[src/rtl/huff_pkg.sv]
// Definitions shared by the histogram block and the coding stage that follows it:
// the state encoding, default sizes and the index-width helper.
package huff_pkg;

    typedef enum logic [1:0] {
        ST_IDLE  = 2'd0,
        ST_COUNT = 2'd1,
        ST_DRAIN = 2'd2,
        ST_DONE  = 2'd3
    } hist_state_e;

    localparam int DEF_NUM_SYM = 10;
    localparam int DEF_SYM_W   = 4;
    localparam int DEF_CNT_W   = 8;

    // ceil(log2(n)), but never less than 1, so a symbol index always has a bit
    function automatic int idx_bits(input int n);
        int r;
        r = 0;
        for (int i = 0; i < 31; i++)
            if ((1 << i) < n) r = i + 1;
        return (r < 1) ? 1 : r;
    endfunction

endpackage

[src/rtl/sat_counter.sv]
// Saturating up-counter with synchronous clear. sat_hit flags an increment
// that arrived while the counter was already at its maximum.
module sat_counter #(
    parameter int W = 8
) (
    input  logic         clk,
    input  logic         rst_n,
    input  logic         clr,
    input  logic         inc,
    output logic [W-1:0] cnt,
    output logic         sat_hit
);

    logic [W-1:0] cnt_q, cnt_d;
    logic         at_max;

    assign at_max  = &cnt_q;
    assign sat_hit = inc && at_max && !clr;
    assign cnt     = cnt_q;

    // clear wins over increment; increments at the maximum are dropped
    always_comb begin
        cnt_d = cnt_q;
        if (clr)
            cnt_d = '0;
        else if (inc && !at_max)
            cnt_d = cnt_q + W'(1);
    end

    // counter register
    always_ff @(posedge clk or negedge rst_n) begin
        if (!rst_n) cnt_q <= '0;
        else        cnt_q <= cnt_d;
    end

endmodule

[src/rtl/freq_histogram.sv]
// Symbol frequency histogram: counts a stream of symbols, then drains the
// per-symbol counts in ascending index order over a valid/ready port.
module freq_histogram
    import huff_pkg::*;
#(
    parameter  int NUM_SYM = DEF_NUM_SYM,
    parameter  int SYM_W   = DEF_SYM_W,
    parameter  int CNT_W   = DEF_CNT_W,
    localparam int IDX_W   = idx_bits(NUM_SYM),
    localparam int TOT_W   = CNT_W + IDX_W
) (
    input  logic             clk,
    input  logic             rst_n,
    input  logic             start,
    input  logic             skip_zero,
    input  logic             in_valid,
    input  logic             in_last,
    input  logic [SYM_W-1:0] data_in,
    output logic             out_valid,
    input  logic             out_ready,
    output logic [IDX_W-1:0] out_sym,
    output logic [CNT_W-1:0] out_freq,
    output logic             out_last,
    output logic             busy,
    output logic             done,
    output logic [TOT_W-1:0] total,
    output logic             err_range,
    output logic             sat_flag
);

    localparam logic [SYM_W:0]   NSYM     = (SYM_W+1)'(NUM_SYM);
    localparam logic [IDX_W-1:0] LAST_IDX = IDX_W'(NUM_SYM - 1);

    hist_state_e state_q, state_d;
    logic             skip_q, skip_d;
    logic [TOT_W-1:0] total_q, total_d;
    logic             err_q, err_d, sat_q, sat_d;
    logic             done_q, done_d, busy_q, busy_d;
    logic [IDX_W-1:0] idx_q, idx_d;
    logic             scan_done_q, scan_done_d;
    logic             ov_q, ov_d, olast_q, olast_d;
    logic [IDX_W-1:0] osym_q, osym_d;
    logic [CNT_W-1:0] ofreq_q, ofreq_d;

    logic [NUM_SYM-1:0]            inc, sat_hit, nz;
    logic [NUM_SYM-1:0][CNT_W-1:0] cnt;
    logic             clr, take, in_range, slot_free, higher_nz, last_entry;
    logic [CNT_W-1:0] cur_cnt;

    assign clr       = start && (state_q == ST_IDLE || state_q == ST_DONE);
    assign take      = in_valid && (state_q == ST_COUNT);
    assign in_range  = {1'b0, data_in} < NSYM;
    assign slot_free = !ov_q || out_ready;
    assign cur_cnt   = cnt[idx_q];

    for (genvar i = 0; i < NUM_SYM; i++) begin : g_cnt
        assign inc[i] = take && in_range && (data_in == SYM_W'(i));
        assign nz[i]  = |cnt[i];
        sat_counter #(.W(CNT_W)) u_cnt (
            .clk     (clk),
            .rst_n   (rst_n),
            .clr     (clr),
            .inc     (inc[i]),
            .cnt     (cnt[i]),
            .sat_hit (sat_hit[i])
        );
    end

    // any nonzero count above the scan pointer decides out_last in skip mode
    always_comb begin
        higher_nz = 1'b0;
        for (int i = 0; i < NUM_SYM; i++)
            if (nz[i] && (IDX_W'(i) > idx_q)) higher_nz = 1'b1;
    end

    assign last_entry = skip_q ? !higher_nz : (idx_q == LAST_IDX);

    // next-state: count phase, then a scan that refills the output slot whenever it frees
    always_comb begin
        state_d     = state_q;
        skip_d      = skip_q;
        total_d     = total_q;
        err_d       = err_q;
        sat_d       = sat_q;
        idx_d       = idx_q;
        scan_done_d = scan_done_q;
        ov_d        = ov_q;
        osym_d      = osym_q;
        ofreq_d     = ofreq_q;
        olast_d     = olast_q;
        done_d      = 1'b0;
        case (state_q)
            ST_IDLE, ST_DONE: begin
                if (start) begin
                    state_d = ST_COUNT;
                    skip_d  = skip_zero;
                    total_d = '0;
                    err_d   = 1'b0;
                    sat_d   = 1'b0;
                end
            end
            ST_COUNT: begin
                if (in_valid) begin
                    if (!in_range)
                        err_d = 1'b1;
                    else if (total_q != '1)
                        total_d = total_q + TOT_W'(1);
                    if (in_last) begin
                        state_d     = ST_DRAIN;
                        idx_d       = '0;
                        scan_done_d = 1'b0;
                    end
                end
                if (|sat_hit) sat_d = 1'b1;
            end
            ST_DRAIN: begin
                if (slot_free) begin
                    ov_d    = 1'b0;
                    olast_d = 1'b0;
                    if (scan_done_q) begin
                        state_d = ST_DONE;
                        done_d  = 1'b1;
                    end else begin
                        // a zero entry in skip mode just costs this one cycle
                        if (!skip_q || cur_cnt != '0) begin
                            ov_d    = 1'b1;
                            osym_d  = idx_q;
                            ofreq_d = cur_cnt;
                            olast_d = last_entry;
                        end
                        if (last_entry) scan_done_d = 1'b1;
                        else            idx_d = idx_q + IDX_W'(1);
                    end
                end
            end
            default: state_d = ST_IDLE;
        endcase
        busy_d = (state_d == ST_COUNT) || (state_d == ST_DRAIN);
    end

    // state and registered outputs
    always_ff @(posedge clk or negedge rst_n) begin
        if (!rst_n) begin
            state_q     <= ST_IDLE;
            skip_q      <= 1'b0;
            total_q     <= '0;
            err_q       <= 1'b0;
            sat_q       <= 1'b0;
            done_q      <= 1'b0;
            busy_q      <= 1'b0;
            idx_q       <= '0;
            scan_done_q <= 1'b0;
            ov_q        <= 1'b0;
            osym_q      <= '0;
            ofreq_q     <= '0;
            olast_q     <= 1'b0;
        end else begin
            state_q     <= state_d;
            skip_q      <= skip_d;
            total_q     <= total_d;
            err_q       <= err_d;
            sat_q       <= sat_d;
            done_q      <= done_d;
            busy_q      <= busy_d;
            idx_q       <= idx_d;
            scan_done_q <= scan_done_d;
            ov_q        <= ov_d;
            osym_q      <= osym_d;
            ofreq_q     <= ofreq_d;
            olast_q     <= olast_d;
        end
    end

    assign out_valid = ov_q;
    assign out_sym   = osym_q;
    assign out_freq  = ofreq_q;
    assign out_last  = olast_q;
    assign busy      = busy_q;
    assign done      = done_q;
    assign total     = total_q;
    assign err_range = err_q;
    assign sat_flag  = sat_q;

endmodule

[config.mk]
export PLATFORM = sky130hd
export DESIGN_NAME = freq_histogram
export DESIGN_NICKNAME = d
export VERILOG_FILES = /design/src/rtl/huff_pkg.sv /design/src/rtl/sat_counter.sv /design/src/rtl/freq_histogram.sv
export SDC_FILE = /design/constraint.sdc
export NUM_CORES = 1
export LEC_CHECK = 0
export CAP_MARGIN = 15
export CORE_MARGIN = 2
export CORE_UTILIZATION = 45
export DETAILED_ROUTE_END_ITERATION = 10
export HOLD_SLACK_MARGIN = 0.06
export PLACE_DENSITY = 0.75
export SYNTH_ARGS = -nofsm -noshare
export SYNTH_HDL_FRONTEND = slang
export SYNTH_HIERARCHICAL = 1
export SYNTH_SLANG_ARGS = --single-unit
[constraint.sdc]
create_clock -name clk -period 3.9 [get_ports clk]
set_clock_uncertainty 0.05 [all_clocks]
set_input_delay 0.78 -clock clk [delete_from_list [all_inputs] [get_ports clk]]
set_output_delay 0.78 -clock clk [all_outputs]
set_load 0.01 [all_outputs]
======== After elaboration in Yosys (flattened, before gate mapping) ========
Cells that the tools add are included.
storage, ports and cells
  flip-flop bits (word level) ............. 118
  bits of input ports ..................... 11
  output and inout bits ................... 30
  logic and storage cells ................. 259
operators by class
  add/sub/neg operators ................... 12
  $lt $le $gt $ge ......................... 12
  eq/ne operators ......................... 26
  mux-type cells .......................... 69
  bitwise logic cells ..................... 1
  reduce and logical (&&, ||, !) cells .... 116
operator list
  cell                                                                    number
  8-bit 2-to-1 mux                                                        21
  8-bit by 1-bit adder with 8-bit output (second input constant)          10
  8-bit AND reduction                                                     10
  8-bit OR reduction                                                      10
  1-bit logical AND                                                       53
  12-bit 2-to-1 mux                                                       4
  8-bit binary-select mux with 4-bit select                               1
  1-bit 2-to-1 mux                                                        27
  12-bit one-hot mux with 2 select lines                                  1
  2-bit nonzero test                                                      12
  4-bit 2-to-1 mux                                                        5
  4-bit by 3-bit equality test with 1-bit output (second input constant)  4
  3-bit by 4-bit > comparator with 1-bit output (first input constant)    4
  2-bit inequality test (second input constant)                           8
  1-bit logical NOT                                                       14
  12-bit by 1-bit adder with 12-bit output (second input constant)        1
  4-bit equality test (second input constant)                             3
  12-bit inequality test (second input constant)                          1
  4-bit AND reduction                                                     3
  2-bit 2-to-1 mux                                                        5
  10-bit OR reduction                                                     1
  4-bit by 2-bit equality test with 1-bit output (second input constant)  2
  1-bit by 4-bit > comparator with 1-bit output (first input constant)    2
  2-bit by 4-bit > comparator with 1-bit output (first input constant)    2
  21 further kinds                                                        32

======== Logic depth before layout (Yosys ltp) ========
Gate-level depths: netlist of run 1.
  depth after elaboration ................. 18
  mapped depth ............................ 13
  gate-level depth less buffers ........... 12

======== Cells and area by module ========
Netlist of run 1, hierarchy kept.
by module, submodules not included
  module          times used  cells each  area an instance (um^2)  seq. area each (um^2)
  sat_counter     10          47          486.7                    200.2
  freq_histogram  1           319         2896.5                   950.9

======== Least setup slack after synthesis of run 1 ========
Ideal clock, no wire load.
  path kind ............................... register to register
  start ................................... register idx_q[1]
  end ..................................... register ofreq_q[0] (netlist: out_freq[0])
  library setup time ...................... 0.125 ns
  data arrival time ....................... 2.522 ns
  required time ........................... 3.725 ns
  setup slack ............................. 1.203 ns
  stages on the path, launching flop included .. 10
  path buffers ............................ 3
  period minus slack after synthesis ...... 2.697 ns
  cell sequence ........................... dfrtp_1 -> buf_2 -> buf_2 -> mux4_2 -> a221o_1 -> nor4_1 -> nand4_1 -> o21ai_2 -> buf_6 -> mux2_4
between the ends
  cells in the longest elaborated chain, start to end .. 5
RTL lines
  element                                        line                   text
  start: declaration                             freq_histogram.sv:39   logic [IDX_W-1:0] idx_q, idx_d;
  start signal: assignment                       freq_histogram.sv:165  idx_q <= idx_d;
  8-bit binary-select mux with 4-bit select (*)  freq_histogram.sv:54   assign cur_cnt = cnt[idx_q];
  8-bit 2-to-1 mux (not written as such) (*)     freq_histogram.sv:54
  8-bit nonzero test                             freq_histogram.sv:125  if (!skip_q || cur_cnt != '0) begin
  1-bit logical OR                               freq_histogram.sv:125
  4-bit AND reduction (no source line)           n/a
  end signal: assignment                         freq_histogram.sv:169  ofreq_q <= ofreq_d;
  end: declaration                               freq_histogram.sv:43   logic [CNT_W-1:0] ofreq_q, ofreq_d;
Mark *: on every way between the ends. The rest lies on a longest branch, timed or not. The select of a mux whose other input is x is not followed.
A chain may end at the register's enable or synchronous reset.

======== Final worst setup path of run 1 ========
  start ................................... register idx_q[0]
  end ..................................... register osym_q[3] (netlist: out_sym[3])
between the ends
  cells in the longest elaborated chain, start to end .. 5
RTL lines
  element                                    line                   text
  8-bit binary-select mux with 4-bit select  freq_histogram.sv:54
  8-bit 2-to-1 mux (not written as such)     freq_histogram.sv:54
  8-bit nonzero test                         freq_histogram.sv:125
  1-bit logical OR                           freq_histogram.sv:125
  4-bit AND reduction (no source line)       n/a
  end signal: assignment                     freq_histogram.sv:168  osym_q <= osym_d;
  end: declaration                           freq_histogram.sv:42   logic [IDX_W-1:0] osym_q, osym_d;
No other way between the ends. The select of a mux whose other input is x is not followed.

==> results.sh, run 1 <==
export IMPL_rsz0062_at_grt="no"
export IMPL_startpoint_type="flip-flop"
export IMPL_fp_dieArea_mm2=0.0183
export IMPL_yosysTopAreaCell="dfrtp_1"
export IMPL_max_stage_delay_ps=580
export IMPL_synth_area_top_cells="dfrtp_1, mux2i_1, buf_6"
export IMPL_grt_pass1_wl_mm=31.9
export IMPL_grt_pass1_vias=6160
export IMPL_synth_nets=817
export IMPL_synthTopCellsByCount="dfrtp_1, nand2_1, nor2_1, a21oi_1, mux2i_1"
export IMPL_grt_ovfl_total=0
export IMPL_syn_instance_count=789
export IMPL_core_mm2=0.0171
export IMPL_cts_sinks=118
export IMPL_slew_headroom=0.471
export IMPL_ys_seq_area_frac=0.380
export IMPL_holdWs_ps=394
export IMPL_path_class="flip-flop to flip-flop"
export IMPL_cts_hold_buf=0
export IMPL_io_pin_count=41
export IMPL_area_growth_pct=13.3
export IMPL_fin_setup_tns_ps=0
export IMPL_crit_top_cell="buf_4"
export IMPL_cp_cell_sequence="buf_4 -> mux2i_1 -> o22ai_1 -> a221o_1 -> nor4_1 -> nand4_1 -> o21ai_2 -> buf_4 -> mux2_2"
export IMPL_drv_cap=0
export IMPL_required_ps=4150
export IMPL_power_density_mw_per_mm2=478
export IMPL_layout_nets=842
export IMPL_worstSetupEndpointType="flip-flop"
export IMPL_drt_wl_total_mm=19.4
export IMPL_die_w_um=135
export IMPL_syn_area_per_cell_um2=9.84
export IMPL_syn_area_mm2=0.00776
export IMPL_drive_above_1_share=0.128
export IMPL_synth_cell_type_count=56
export IMPL_hold_path_class="input port to asynchronous set/reset pin"
export IMPL_yosysTopAreaCellShare=0.380
export IMPL_die_y_um=135
export IMPL_async_flop_share=1.00
export IMPL_io_buffers=40
export IMPL_cp_max_fo=21
export IMPL_start_util=0.455
export IMPL_drt_iter0_drc=692
export IMPL_root_buffer="clkbuf_16"
export IMPL_synth_top_flop_cell="dfrtp_1"
export IMPL_ys_ff_latch=118
export IMPL_cp_slowest_cell="dfrtp_1"
export IMPL_tightest_slew_ps=793
export IMPL_clkLatencyLatePin_ps=430
export IMPL_hold_viol_final=0
export IMPL_routabilityCongestion=0.913
export IMPL_ir_drop_mv=0.395
export IMPL_p_leak_uw=0.00353
export IMPL_ant_nets=0
export IMPL_vias=6663
export IMPL_drc=0
export IMPL_antenna_found_initial=0
export IMPL_cts_tree="built"
export IMPL_synth_most_common_cell="dfrtp_1"
export IMPL_grt_max_degree=60
export IMPL_num_rows=48
export IMPL_n_antenna_cell=0
export IMPL_cts_inserted_buffers=17
export IMPL_status="complete, no violations"
export IMPL_dp_hpwl_mm=13.5
export IMPL_setup_violations_final=0
export IMPL_cts_resized=0
export IMPL_synth_edff_count=0
export IMPL_postCtsSetupBuffers=0
export IMPL_via_per_inst=6.34
export IMPL_ys_warn_count=6
export IMPL_htreeDepth=4
export IMPL_track_usage=0.222
export IMPL_max_freq_mhz=324
export IMPL_crit_arrival_ps=3340
export IMPL_wl_per_cell_um=18.5
export IMPL_cts_buffer_depth=2
export IMPL_cts_clk_slew_worst_paths_ps=50
export IMPL_timing_final_crit_share=0.791
export IMPL_first_pass_iters=6
export IMPL_fin_crit_ps=3080
export IMPL_finalMaxSlewViolations=0
[logic make-up (layout without fill, tap and decap cells)]
logic type / Yosys count / count (layout) / share of synthesized area
xor+xnor: 10 / 10 / 0.0113
simple gates: 320 / 320 / 0.225
fa+ha+maj: 17 / 17 / 0.0274
compound gates: 191 / 191 / 0.184
flops: 118 / 118 / 0.380
buf+inv: 58 / 95 / 0.0521
mux: 75 / 75 / 0.119
[routing by layer]
| metal | track usage | up-vias | wire, um |
|---|---|---|---|
| li1 | - | 3066 | - |
| met1 | 0.317 | 3273 | 8810 |
| met2 | 0.324 | 283 | 8680 |
| met3 | 0.0445 | 41 | 1340 |
| met4 | 0.103 | 0 | 573 |
| met5 | 0 | - | 0 |
[through the flow]
stage          setup WS (ps)  total power (uW)   util  instances  instance area (um2)
2_1_floorplan           1200              2200      -        789                 7760
3_3_place_gp             775              2530  0.480       1020                 8180
3_5_place_dp             664              2560  0.480       1020                 8180
4_1_cts                  841              4220  0.516       1051                 8800
5_1_grt                  631              4430  0.516       1051                 8800
6_report                 817              4210  0.516       1051                 8800
[sequential cells by signal, indices dropped and copies added (netlist names)]
register / count
skip_q: 1
out_freq: 8
state_q: 2
out_sym: 4
scan_done_q: 1
g_cnt.u_cnt/cnt: 80
out_valid: 1
busy: 1
sat_flag: 1
err_range: 1
out_last: 1
total: 12
idx_q: 4
done: 1
[worst paths after layout]
kind	startpoint	end	slack, ps	depth (start not counted)
worst max register to register	idx_q[0]	out_sym[3]	820	9
worst max-delay path	idx_q[0]	out_sym[3]	820	9
worst min-delay path	rst_n	out_sym[2]	390	1
worst min register to register	out_sym[1]	out_sym[1]	460	1
max in group asynchronous	rst_n	g_cnt[6].u_cnt/cnt[4]	2510	2
min in group clk	out_sym[1]	out_sym[1]	460	1
[worst max-delay path, delay by kind of cell (launching register included)]
| family | cells | cell delay [ps] |
|---|---|---|
| flops | 1 | 580 |
| compound gates | 3 | 620 |
| simple gates | 2 | 500 |
| buf+inv | 2 | 560 |
| mux | 2 | 640 |
[report_power, final]
group | internal [uW] | total (uW) | leakage, uW | switching, uW
combinational | 473 | 1120 | 0.00160 | 643
clock | 1090 | 1650 | 0.000296 | 555
sequential | 1320 | 1440 | 0.00163 | 122
total | 2890 | 4210 | 0.00353 | 1320
[cell usage in the layout (no fill, tap or decap), drive strengths merged, types with 12 or more instances in the layout]
cell type      synthesis  routed
clkdlybuf4s50          0      39
nand4                 15      15
a311oi                20      20
and3                  22      22
a21boi                30      30
nor2b                 21      21
nor2                  55      55
a211oi                25      25
buf                   39      12
mux2                  33      33
nand2                 58      58
a21oi                 40      40
nor4                  20      20
inv                   13      13
nand3                 26      26
dfrtp                118     118
clkbuf                 6      22
and4                  21      21
a31oi                 13      13
nor3                  29      29
nand2b                24      24
mux2i                 36      36
ha                    17      17
[area by class of cell]
class,count,area [um2]
flip-flops and latches,118,2950
well taps,225,282
clock inverters,9,150
multi-input cells,613,4410
clock buffers,22,464
inverters,13,48.8
repair buffers,51,493
fillers,1522,8260
Power figures use the tool's default switching activity.
==> run 2, diff against run 1 <==
- clock period: 3.9 -> 3.05 ns (I/O delays scaled with it)
==> results.sh, run 2 (same netlist as run 1, synthesis figures left out) <==
export IMPL_power_density_mw_per_mm2=602
export IMPL_tightest_slew_ps=693
export IMPL_via_per_inst=6.19
export IMPL_fin_setup_tns_ps=0
export IMPL_core_mm2=0.0171
export IMPL_cts_buffer_depth=2
export IMPL_hold_viol_final=0
export IMPL_ant_nets=0
export IMPL_holdWs_ps=121
export IMPL_fin_crit_ps=2870
export IMPL_startpoint_type="flip-flop"
export IMPL_grt_util_met2=0.353
export IMPL_drt_iter0_drc=744
export IMPL_postCtsSetupBuffers=0
export IMPL_finalMaxSlewViolations=0
export IMPL_p_leak_uw=0.00363
export IMPL_met1_usage=0.310
export IMPL_fp_dieArea_mm2=0.0183
export IMPL_drt_wl_total_mm=19.8
export IMPL_max_freq_mhz=348
export IMPL_required_ps=3310
export IMPL_cp_cell_sequence="buf_4 -> or3b_2 -> o22ai_1 -> a221o_1 -> nor4_1 -> nand4_1 -> o21ai_2 -> buf_4 -> mux2_4"
export IMPL_pre_cts_ws_ps=103
export IMPL_layout_commonest_cell="dfrtp_1"
export IMPL_track_usage=0.226
export IMPL_io_pin_count=41
export IMPL_start_util=0.455
export IMPL_timing_final_crit_share=0.941
export IMPL_grt_max_degree=42
export IMPL_first_pass_iters=6
export IMPL_n_fill_cell=1540
export IMPL_status="complete, no violations"
export IMPL_dp_hpwl_mm=14.0
export IMPL_cp_max_fo=14
export IMPL_n_antenna_cell=0
export IMPL_rsz0062_at_grt="no"
export IMPL_area_growth_pct=15.5
export IMPL_crit_arrival_ps=3130
export IMPL_grt_pass1_vias=6278
export IMPL_largest_reg_flops=80
export IMPL_dpl_cell_area_mm2=0.00835
export IMPL_worst_slack_ps=179
export IMPL_r2r_end="out_freq[0]"
export IMPL_cp_slowest_cell="dfrtp_2"
export IMPL_cts_clk_slew_worst_paths_ps=60
export IMPL_crit_top_cell="buf_4"
export IMPL_grt_use_met3=0.0513
export IMPL_root_buffer="clkbuf_16"
export IMPL_hold_path_class="input port to asynchronous set/reset pin"
export IMPL_cts_tree="built"
export IMPL_power_total_uw=5400
export IMPL_layout_common_cells="dfrtp_1, nand2_1, nor2_1"
export IMPL_cts_inserted_buffers=17
export IMPL_layout_nets=862
export IMPL_drc=0
export IMPL_vias=6632
export IMPL_routabilityCongestion=0.971
export IMPL_num_rows=48
export IMPL_r2r_setup_slack_ps=180
export IMPL_antenna_found_initial=0
export IMPL_drv_cap=0
export IMPL_ir_drop_mv=0.454
export IMPL_clkLatencyLatePin_ps=430
export IMPL_grt_busiest_layer="met2"
export IMPL_endpoint="out_freq[0]"
export IMPL_die_w_um=135
export IMPL_wl_per_cell_um=18.5
export IMPL_stdcell_area_mm2=0.00896
export IMPL_grt_ovfl_total=0
export IMPL_die_y_um=135
export IMPL_htreeDepth=4
export IMPL_cts_sinks=118
export IMPL_slew_headroom=0.537
export IMPL_worstSetupEndpointType="flip-flop"
export IMPL_max_stage_delay_ps=480
export IMPL_io_buffers=40
export IMPL_drive_above_1_share=0.153
export IMPL_path_class="flip-flop to flip-flop"
export IMPL_grt_pass1_wl_mm=32.6
export IMPL_critPathLaunch="idx_q[0]"
export IMPL_r2r_cells=9
export IMPL_setup_violations_final=0
export IMPL_timing_rr_start="idx_q[0]"
-- run 2: worst min path at each step --
stage / startpoint / to / slack [ps] / depth (start not counted)
floorplan: rst_n / busy / 260 / 0
global placement: out_freq[0] / out_freq[0] / 460 / 1
detailed placement: out_last / out_last / 450 / 2
CTS: rst_n / g_cnt[1].u_cnt/cnt[3] / 130 / 1
global route: rst_n / g_cnt[5].u_cnt/cnt[1] / 160 / 1
finish: rst_n / g_cnt[1].u_cnt/cnt[3] / 120 / 1
-- run 2: metal layers --
metal	vias up	routed length (um)	share of wire
met1	3220	8870	0.45
met3	38	1370	0.069
li1	3100	-	-
met4	0	478	0.024
met2	274	9070	0.46
met5	-	0	0
-- run 2: area by class of cell --
cell class	instances	area [um2]	area share
well taps	225	282	0.0314
multi-input cells	613	4410	0.492
clock buffers	21	470	0.0525
repair buffers	71	656	0.0731
inverters	13	48.8	0.00544
clock inverters	11	148	0.0165
flip-flops and latches	118	2950	0.330
-- run 2: critical path: cells and delay by family, from the launching register on --
family          cells  cell delay (ps)
flops               1              480
buf+inv             2              490
simple gates        3              690
compound gates      3              720
mux                 1              300
-- run 2: metrics by stage --
| step | cells | utilization |
|---|---|---|
| floorplan | 789 | - |
| detailed placement | 1040 | 0.489 |
| finish | 1072 | 0.526 |
| CTS | 1072 | 0.526 |
| global route | 1072 | 0.526 |
| global placement | 1040 | 0.489 |
-- run 2: where the power goes --
| group | leakage (uW) | switching [uW] | internal, uW |
|---|---|---|---|
| Combinational | 0.00171 | 840 | 627 |
| Clock | 0.000292 | 738 | 1350 |
| Sequential | 0.00163 | 159 | 1690 |
| Total | 0.00363 | 1740 | 3660 |
-- run 2: timing repair --
item,in CTS,in global routing
hold buffers,0,0
hold endpoints to repair,0,0
gates resized for setup,0,1
endpoints found under the setup margin,0,6
